==> src/rtl/manual_step_pkg.sv <==
// Shared types and default timing for the manual step clock generator.
// Defaults assume the 10 MHz system clock.
package manual_step_pkg;

    typedef enum logic [1:0] {
        IDLE,
        DEB_PRESS,
        HELD,
        DEB_RELEASE
    } state_t;

    localparam int unsigned DEF_DEBOUNCE_CYCLES = 200_000;     // 20 ms
    localparam int unsigned DEF_MANUAL_HIGH     = 5_000_000;   // 0.5 s
    localparam int unsigned DEF_REPEAT_DELAY    = 10_000_000;  // 1 s
    localparam int unsigned DEF_REPEAT_PERIOD   = 20_000_000;  // 2 s

    // One spare bit so a counter can hold its terminal value without wrapping.
    function automatic int unsigned cnt_width(input int unsigned n);
        return $clog2(n) + 1;
    endfunction

endpackage

==> src/rtl/sync_2ff.sv <==
// Two-flop synchroniser for asynchronous board inputs; reset loads a
// caller-supplied idle level so a released key never looks pressed.
module sync_2ff #(
    parameter int unsigned WIDTH = 1
) (
    input  logic             clk,
    input  logic             rst_n,
    input  logic [WIDTH-1:0] rst_val,
    input  logic [WIDTH-1:0] d,
    output logic [WIDTH-1:0] q
);

    logic [WIDTH-1:0] meta;

    // NOTE: non-blocking assignments make both flops sample the pre-edge values,
    // giving two real register stages instead of one collapsed wire.
    always_ff @(posedge clk) begin
        if (!rst_n) begin
            meta <= rst_val;
            q    <= rst_val;
        end else begin
            meta <= d;
            q    <= meta;
        end
    end

endmodule

==> src/rtl/manual_step_gen.sv <==
// Manual step clock: debounces a push button and emits one fixed-width
// manual_clock high phase plus a one-cycle strobe per step, with auto-repeat.
module manual_step_gen
    import manual_step_pkg::*;
#(
    parameter int unsigned DEBOUNCE_CYCLES = DEF_DEBOUNCE_CYCLES,
    parameter int unsigned MANUAL_HIGH     = DEF_MANUAL_HIGH,
    parameter int unsigned REPEAT_DELAY    = DEF_REPEAT_DELAY,
    parameter int unsigned REPEAT_PERIOD   = DEF_REPEAT_PERIOD,
    parameter bit          BTN_ACTIVE_LOW  = 1'b1
) (
    input  logic        in_clock,
    input  logic        reset_n,
    input  logic        key_raw,
    input  logic        enable,
    input  logic        repeat_en,
    output logic        manual_clock,
    output logic        step_pulse,
    output logic        key_held,
    output logic [15:0] step_count
);

    localparam int unsigned DEB_W   = cnt_width(DEBOUNCE_CYCLES);
    localparam int unsigned HI_W    = cnt_width(MANUAL_HIGH);
    localparam int unsigned REP_MAX = (REPEAT_DELAY > REPEAT_PERIOD) ? REPEAT_DELAY : REPEAT_PERIOD;
    localparam int unsigned REP_W   = cnt_width(REP_MAX);

    localparam logic [DEB_W-1:0] DEB_LAST        = DEB_W'(DEBOUNCE_CYCLES - 1);
    localparam logic [HI_W-1:0]  HI_LAST         = HI_W'(MANUAL_HIGH - 1);
    localparam logic [REP_W-1:0] REP_DELAY_LAST  = REP_W'(REPEAT_DELAY - 1);
    localparam logic [REP_W-1:0] REP_PERIOD_LAST = REP_W'(REPEAT_PERIOD - 1);

    if (REPEAT_PERIOD <= MANUAL_HIGH || DEBOUNCE_CYCLES == 0 || MANUAL_HIGH == 0 ||
        REPEAT_DELAY == 0) begin : g_bad_timing
        $error("manual_step_gen: REPEAT_PERIOD must exceed MANUAL_HIGH and all counts be non-zero");
    end

    logic             key_sync;
    logic             key_s;
    state_t           state;
    state_t           next_state;
    logic [DEB_W-1:0] deb_cnt;
    logic [REP_W-1:0] rep_cnt;
    logic [HI_W-1:0]  hi_cnt;
    logic [15:0]      step_cnt_q;
    logic             deb_inc;
    logic             accept;
    logic             in_held;
    logic             rep_first;
    logic             repeat_due;
    logic             issue;

    sync_2ff #(.WIDTH(1)) u_key_sync (
        .clk     (in_clock),
        .rst_n   (reset_n),
        .rst_val (BTN_ACTIVE_LOW),
        .d       (key_raw),
        .q       (key_sync)
    );

    assign key_s = key_sync ^ BTN_ACTIVE_LOW;

    always_ff @(posedge in_clock) begin
        if (!reset_n) state <= IDLE;
        else          state <= next_state;
    end

    // NOTE: every output of this block is given a default before the case so no
    // path leaves it unassigned, which would otherwise infer a latch.
    always_comb begin
        next_state = state;
        deb_inc    = 1'b0;
        accept     = 1'b0;
        case (state)
            IDLE: begin
                if (key_s) next_state = DEB_PRESS;
            end
            DEB_PRESS: begin
                if (!key_s) begin
                    next_state = IDLE;
                end else if (deb_cnt == DEB_LAST) begin
                    next_state = HELD;
                    accept     = 1'b1;
                end else begin
                    deb_inc = 1'b1;
                end
            end
            HELD: begin
                if (!key_s) next_state = DEB_RELEASE;
            end
            DEB_RELEASE: begin
                if (key_s) begin
                    next_state = HELD;
                end else if (deb_cnt == DEB_LAST) begin
                    next_state = IDLE;
                end else begin
                    deb_inc = 1'b1;
                end
            end
            default: next_state = IDLE;
        endcase
        if (!enable) begin
            next_state = IDLE;
            deb_inc    = 1'b0;
            accept     = 1'b0;
        end
    end

    assign in_held    = (state == HELD) || (state == DEB_RELEASE);
    assign repeat_due = enable && repeat_en && in_held &&
                        (rep_cnt == (rep_first ? REP_DELAY_LAST : REP_PERIOD_LAST));
    assign issue      = accept || repeat_due;
    assign key_held   = in_held;
    assign step_count = step_cnt_q;

    // Debounce counter only runs on consecutive qualifying samples; the first
    // repeat uses REPEAT_DELAY, later ones REPEAT_PERIOD.
    always_ff @(posedge in_clock) begin
        if (!reset_n) begin
            deb_cnt   <= '0;
            rep_cnt   <= '0;
            rep_first <= 1'b1;
        end else begin
            deb_cnt <= deb_inc ? deb_cnt + 1'b1 : '0;
            if (accept) begin
                rep_cnt   <= '0;
                rep_first <= 1'b1;
            end else if (repeat_due) begin
                rep_cnt   <= '0;
                rep_first <= 1'b0;
            end else if (repeat_en && in_held) begin
                rep_cnt <= rep_cnt + 1'b1;
            end else begin
                rep_cnt <= '0;
            end
        end
    end

    // A running high phase always completes; a step landing inside it is
    // counted and strobed but does not stretch the phase.
    always_ff @(posedge in_clock) begin
        if (!reset_n) begin
            step_pulse   <= 1'b0;
            manual_clock <= 1'b0;
            hi_cnt       <= '0;
            step_cnt_q   <= '0;
        end else begin
            step_pulse <= issue;
            if (issue) step_cnt_q <= step_cnt_q + 16'd1;
            if (issue && !manual_clock) begin
                manual_clock <= 1'b1;
                hi_cnt       <= '0;
            end else if (manual_clock) begin
                if (hi_cnt == HI_LAST) manual_clock <= 1'b0;
                else                   hi_cnt       <= hi_cnt + 1'b1;
            end
        end
    end

endmodule

==> config.mk <==
export PLATFORM = sky130hd
export DESIGN_NAME = manual_step_gen
export DESIGN_NICKNAME = d
export VERILOG_FILES = /design/src/rtl/manual_step_pkg.sv /design/src/rtl/sync_2ff.sv /design/src/rtl/manual_step_gen.sv
export SDC_FILE = /design/constraint.sdc
export NUM_CORES = 1
export LEC_CHECK = 0
export ABC_AREA = 1
export CELL_PAD_IN_SITES_DETAIL_PLACEMENT = 1
export CELL_PAD_IN_SITES_GLOBAL_PLACEMENT = 1
export CORE_ASPECT_RATIO = 0.6
export CORE_MARGIN = 5
export CORE_UTILIZATION = 49
export CTS_BUF_LIST = sky130_fd_sc_hd__clkbuf_16
export CTS_CLUSTER_DIAMETER = 40
export DETAILED_ROUTE_END_ITERATION = 16
export DONT_BUFFER_PORTS = 1
export PLACE_DENSITY = 0.95
export SLEW_MARGIN = 20
export SYNTH_ARGS = -nofsm -noshare
export SYNTH_HDL_FRONTEND = slang
export SYNTH_SLANG_ARGS = --single-unit
==> constraint.sdc <==
create_clock -name in_clock -period 3.6 [get_ports in_clock]
set_input_delay 0 -clock in_clock [delete_from_list [all_inputs] [get_ports in_clock]]
set_output_delay 0 -clock in_clock [all_outputs]
set_load 0.005 [all_outputs]
**Word-level counts from Yosys, hierarchy flattened**

Index checks and enable logic that the tools add are counted.

- Reductions and logical operators: 16
- Multiplexer cells: 20
- Add/sub/neg operators: 4
- Bitwise gates (word level): 3
- Equal/unequal tests: 10

Operator list:

| cell | number |
|---|---|
| adder 26 x 1 -> 26 bit (second input constant) | 1 |
| == test 26 x 25 -> 1 bit | 1 |
| two-way mux 25 bit | 1 |
| adder 24 x 1 -> 24 bit (second input constant) | 1 |
| == test 24 x 23 -> 1 bit (second input constant) | 1 |
| adder 19 x 1 -> 19 bit (second input constant) | 1 |
| == test 19 x 18 -> 1 bit (second input constant) | 1 |
| adder 16 x 1 -> 16 bit (second input constant) | 1 |
| two-way mux 2 bit | 6 |
| two-way mux 1 bit | 11 |
| case mux 2 bit (4 select lines) | 1 |
| AND reduction 2 bit | 3 |
| logical AND 1 bit | 5 |
| == test 2 bit (second input constant) | 2 |
| AND reduction 4 bit | 1 |
| OR reduction 2 bit | 2 |
| OR reduction 4 bit | 1 |
| != test 3 x 2 -> 1 bit (second input constant) | 1 |
| != test 3 bit (second input constant) | 1 |
| NOT 1 bit | 3 |
| == test 2 x 1 -> 1 bit (second input constant) | 1 |
| zero test 2 bit | 1 |
| logical OR 1 bit | 2 |
| != test 2 x 1 -> 1 bit (second input constant) | 1 |
| other kinds (3) | 3 |

- Input port bits: 5
- Output and inout bits: 19
- Bits in registers: 92

**Depth between registers and ports, before layout**

- Depth after elaboration: 8
- Gate-level depth with buffers: 13
- Depth with buffers taken out: 11

**Cells and area by module**

A second synthesis with hierarchy kept.

- Cells, all modules: 802
- Area, all modules: 5104.9 µm²

By module, submodules not included:

| module | seq. area each (µm²) | cells each | times used | area an instance (µm²) |
|---|---|---|---|---|
| manual_step_gen | 1801.7 | 794 | 1 | 5039.8 |
| sync_2ff | 40.0 | 8 | 1 | 65.1 |

**Least setup slack after synthesis**

OpenSTA, ideal clock, no wires.

- Path type: register to register
- Start: reg rep_cnt[0]
- End: reg hi_cnt[6]
- Required time: 3.481 ns
- Arrival: 1.530 ns
- Buffers on the path: 1
- Path slack: 1.951 ns
- Clock period less this slack: 1.649 ns
- Setup time: 0.119 ns
- Cell stages (with the launch flop): 12
- Cells stage by stage: dfxtp_1 -> ha_1 -> nand3_4 -> nor2_8 -> nand2_1 -> nor2_2 -> nand4_2 -> nand2_2 -> nand2_2 -> nand2_4 -> buf_6 -> a21oi_1

- Longest elaborated chain between the ends: 5

Ends and longest elaborated chain:

| element | RTL line | source |
|---|---|---|
| from (decl) | manual_step_gen.sv:43 | `logic [REP_W-1:0] rep_cnt;` |
| from (signal assigned) | manual_step_gen.sv:132 | `rep_cnt <= rep_cnt + 1'b1;` |
| == test 26 x 25 -> 1 bit | manual_step_gen.sv:111 | `(rep_cnt == (rep_first ? REP_DELAY_LAST : REP_PERIOD_LAST));` |
| logical AND 1 bit | manual_step_gen.sv:110 | `assign repeat_due = enable && repeat_en && in_held &&` |
| logical OR 1 bit | manual_step_gen.sv:112 | `assign issue = accept \|\| repeat_due;` |
| logical AND 1 bit | manual_step_gen.sv:150 | `if (issue && !manual_clock) begin` |
| OR reduction 2 bit (no source line) | -- |  |
| to (signal assigned) | manual_step_gen.sv:155 | `else hi_cnt <= hi_cnt + 1'b1;` |
| to (decl) | manual_step_gen.sv:44 | `logic [HI_W-1:0] hi_cnt;` |

No other way between the ends.
A chain may end at the register's enable or synchronous reset.

**Worst setup path after layout**

- Start: reg hi_cnt[0]
- End: reg hi_cnt[9]

- Longest elaborated chain between the ends: 3
- Elaborated cells between the ends (all ways): 4
- Classes of those cells: add/sub: 1; eq/ne: 1; bitwise: 1; reduce/logical: 1

Ends and longest elaborated chain:

| element |
|---|
| branches (longest 3 deep; another with adder 24 x 1 -> 24 bit) |

Several ways; the timed one is not identified.

==> metrics.txt <==
clock sink count=92; area of placed instances=5105 sq um; layout cells sized above 1=5.469%; maxcap violations=0; Core Region=9985 sq um; CTS tree=yes; CP Max Fanout=27; xor/xnor share of the synthesized area=6.926%; Routed Antenna Nets=0; Syn Inst Count=765; min-delay src=enable; first-pass GRT wire length=24990 um; GP Congestion=0.9186; hpwl dp=10840 um; largest stage delay on the critical path=440 ps; Slowest cell on crit path=dfxtp_1; Pre-antenna DRT Iters=5; wire per inst=16.31 um; vias in the first global route=5258; RSZ-0062 raised after global routing=no; Crit path top cell by count=nand2_1; Fillers=1378; Post-route DRC=0; worst skew pair latency=350 ps; Crit. End Element=flop; dpl cells=884; total number of vias=4986; Setup Buffers After CTS=0; Final nets=772; Pins Over Slew Limit=0; worst slew pin tran=893.8 ps; Synthesized Nets=774; initial antenna violation count=0; final instance area=5424 sq um; Post-Synth Simple-Gate Area=40.29%; FF-to-FF Start=hi_cnt[0]$_SDFFE_PP0P_; total gr overflow=0; largest net degree at the start of global routing=28; Ys Warns=0; Tmin final=2467 ps; CP startpoint=hi_cnt[0]$_SDFFE_PP0P_; Setup TNS=0 ps; Tcrit/Tclk final=68.53%; critical path data arrival time=2700 ps; Root Driver=clkbuf_16; synth unique cells=37; I/O Pins=24; critical path type=flop to flop; dpl ws=1257 ps; Starting Density=50.66%; status=finished clean; Port Buffer Count=0; clock buffer count from CTS=9; maximum vdd drop=0.2539 mV; largest family of logic cells by synthesized area=simple AND/OR/NAND/NOR gates; Min-Delay Path Class=primary input to flop; vias per inst=5.522; slew margin rel.=40.22%; CTS Hold Bufs=3; FF+latch count, synth=92; Fin. Hold Viols=0; proportion of synthesized area in mux cells=0%; Worst-path clk slew=70 ps; Die ar.=12520 sq um; PwrDens=365.7 nW/um^2; f_max=0.4054 GHz; Post-Synth Adder-Cell Area=0.9894%; compound-gate portion of the synthesized area=5.763%; H-tree depth=3; PnR worst setup slack=1133 ps; CTS resizes=0; mapped cell area=5059 sq um; Syn Area/Cell=6.613 sq um; area of the multi-input gates=2730 sq um; Routed WL=14730 um; sequential fraction of the synthesis area=36.41%; Rows=28; WP data required=3830 ps; GR Util All Layers=24.61%; initial drt markers=235; ant diodes=0; clock tree buffer depth=2; Leakage Power=1.996 nW; final std cells w/o fill=903; Worst Skew=6.401 ps; area growth from synthesis to layout=7.222%; Die X=141.2 um; DIE HEIGHT=88.71 um; FF+latch area=1842 sq um; critical path launch point type=flop; final setup violating endpoints=0; CP Cell Sequence=ha_1 > nand3_2 > nor3_1 > nand3_1 > nand2_2 > inv_2 > nand2_1 > nand2_1 > nand2_1 > nor2_1
-- per-stage QoR --
step / hold WS, ps / total power, mW / util [%]
global route: 101.8 / 2.052 / 54.32
detailed placement: 94.90 / 1.057 / 51.13
finish: 84.10 / 1.983 / 54.32
CTS: 79.84 / 1.994 / 54.32
floorplan: 106.6 / 1.058 / -
global placement: 91.19 / 1.056 / 51.13
-- Yosys cell counts (all sizes together) --
master	number	share of area, %
nand2	200	15
nor2	139	11
inv	97	7.2
dfxtp	92	36
nand3	60	6.3
a21oi	45	4.5
xor2	30	5.2
nor3	25	3.0
nand4	18	2.3
buf	13	2.2
xnor2	10	1.7
o21ai	6	0.59
or2	5	0.62
ha	4	0.99
nor3b	4	0.59
nor4	4	0.49
clkbuf	3	0.25
nand3b	3	0.45
and3	2	0.25
o21bai	2	0.30
a211oi	1	0.15
a31oi	1	0.12
o21a	1	0.15
-- metal layers --
layer	up-vias	GRT usage, %	part of all wire (%)
met4	0	6.948	1.7
li1	2412	-	-
met2	138	42.38	46
met1	2403	30.75	46
met5	-	0	0
met3	33	6.641	6.4
-- cells by family (layout without fill, tap and decap cells) --
family | Yosys count | in the layout
AOI/OAI and AO/OA | 56 | 56
xor gates and xnor gates | 40 | 40
DFF | 92 | 92
and+or+nand+nor | 460 | 460
buffers and inverters | 113 | 116
adders and majority gates | 4 | 4
-- cells in the final DEF (no fill, tap or decap), types with 3 or more instances in the layout --
cell and instances:
nand2_1 193, nor2_1 135, inv_1 94, dfxtp_1 92, nand3_1 58, a21oi_1 45, xor2_1 30, nor3_1 21
nand4_1 17, xnor2_1 10, clkbuf_16 9, o21ai_0 6, or2_2 5, nand2_2 4, nor4_1 4, nor3b_1 4
ha_1 4, inv_6 4, nand2_4 3, inv_2 3, nand3b_1 3, nor2_2 3, nor3_2 3, dlygate4sd3_1 3
-- sequential cells by signal, summed over array words and instances (netlist names), named ones only --
register / count
manual_clock: 1
state: 1
rep_first: 1
hi_cnt: 24
u_key_sync.q: 1
step_count: 16
rep_cnt: 26
step_pulse: 1
deb_cnt: 19
u_key_sync.meta: 1
-- power breakdown --
part	switching (mW)	internal, mW	total, mW
Sequential	0.00118	1.02	1.02
Combinational	0.0141	0.00662	0.0207
Clock	0.457	0.486	0.944
-- path summary, 6_finish.rpt --
path	to	slack [ps]	cells past startpoint
setup / recovery	hi_cnt[9]$_SDFFE_PP0P_	1130	10
hold / removal	rep_first$_SDFFE_PP1P_	80	3
setup reg to reg	hi_cnt[9]$_SDFFE_PP0P_	1130	10
hold reg to reg	u_key_sync.q$_SDFF_PN1_	430	1
-- critical path, delay by kind of cell (launching register included) --
family                   cells  cell delay [ps]
AND/OR/NAND/NOR              8             1240
flip-flops                   1              440
buffers and inverters        1              330
adder cells (fa/ha/maj)      1              320
-- final cells by class --
class,instances,area share [%]
inverters,97,6.713
clock buffers,9,4.152
well taps,135,3.114
repair buffers,3,0.5536
flip-flops and latches,92,33.96
clock inverters,7,1.176
multi-input cells,560,50.33
Note: power is estimated with default switching activity, not from simulation.
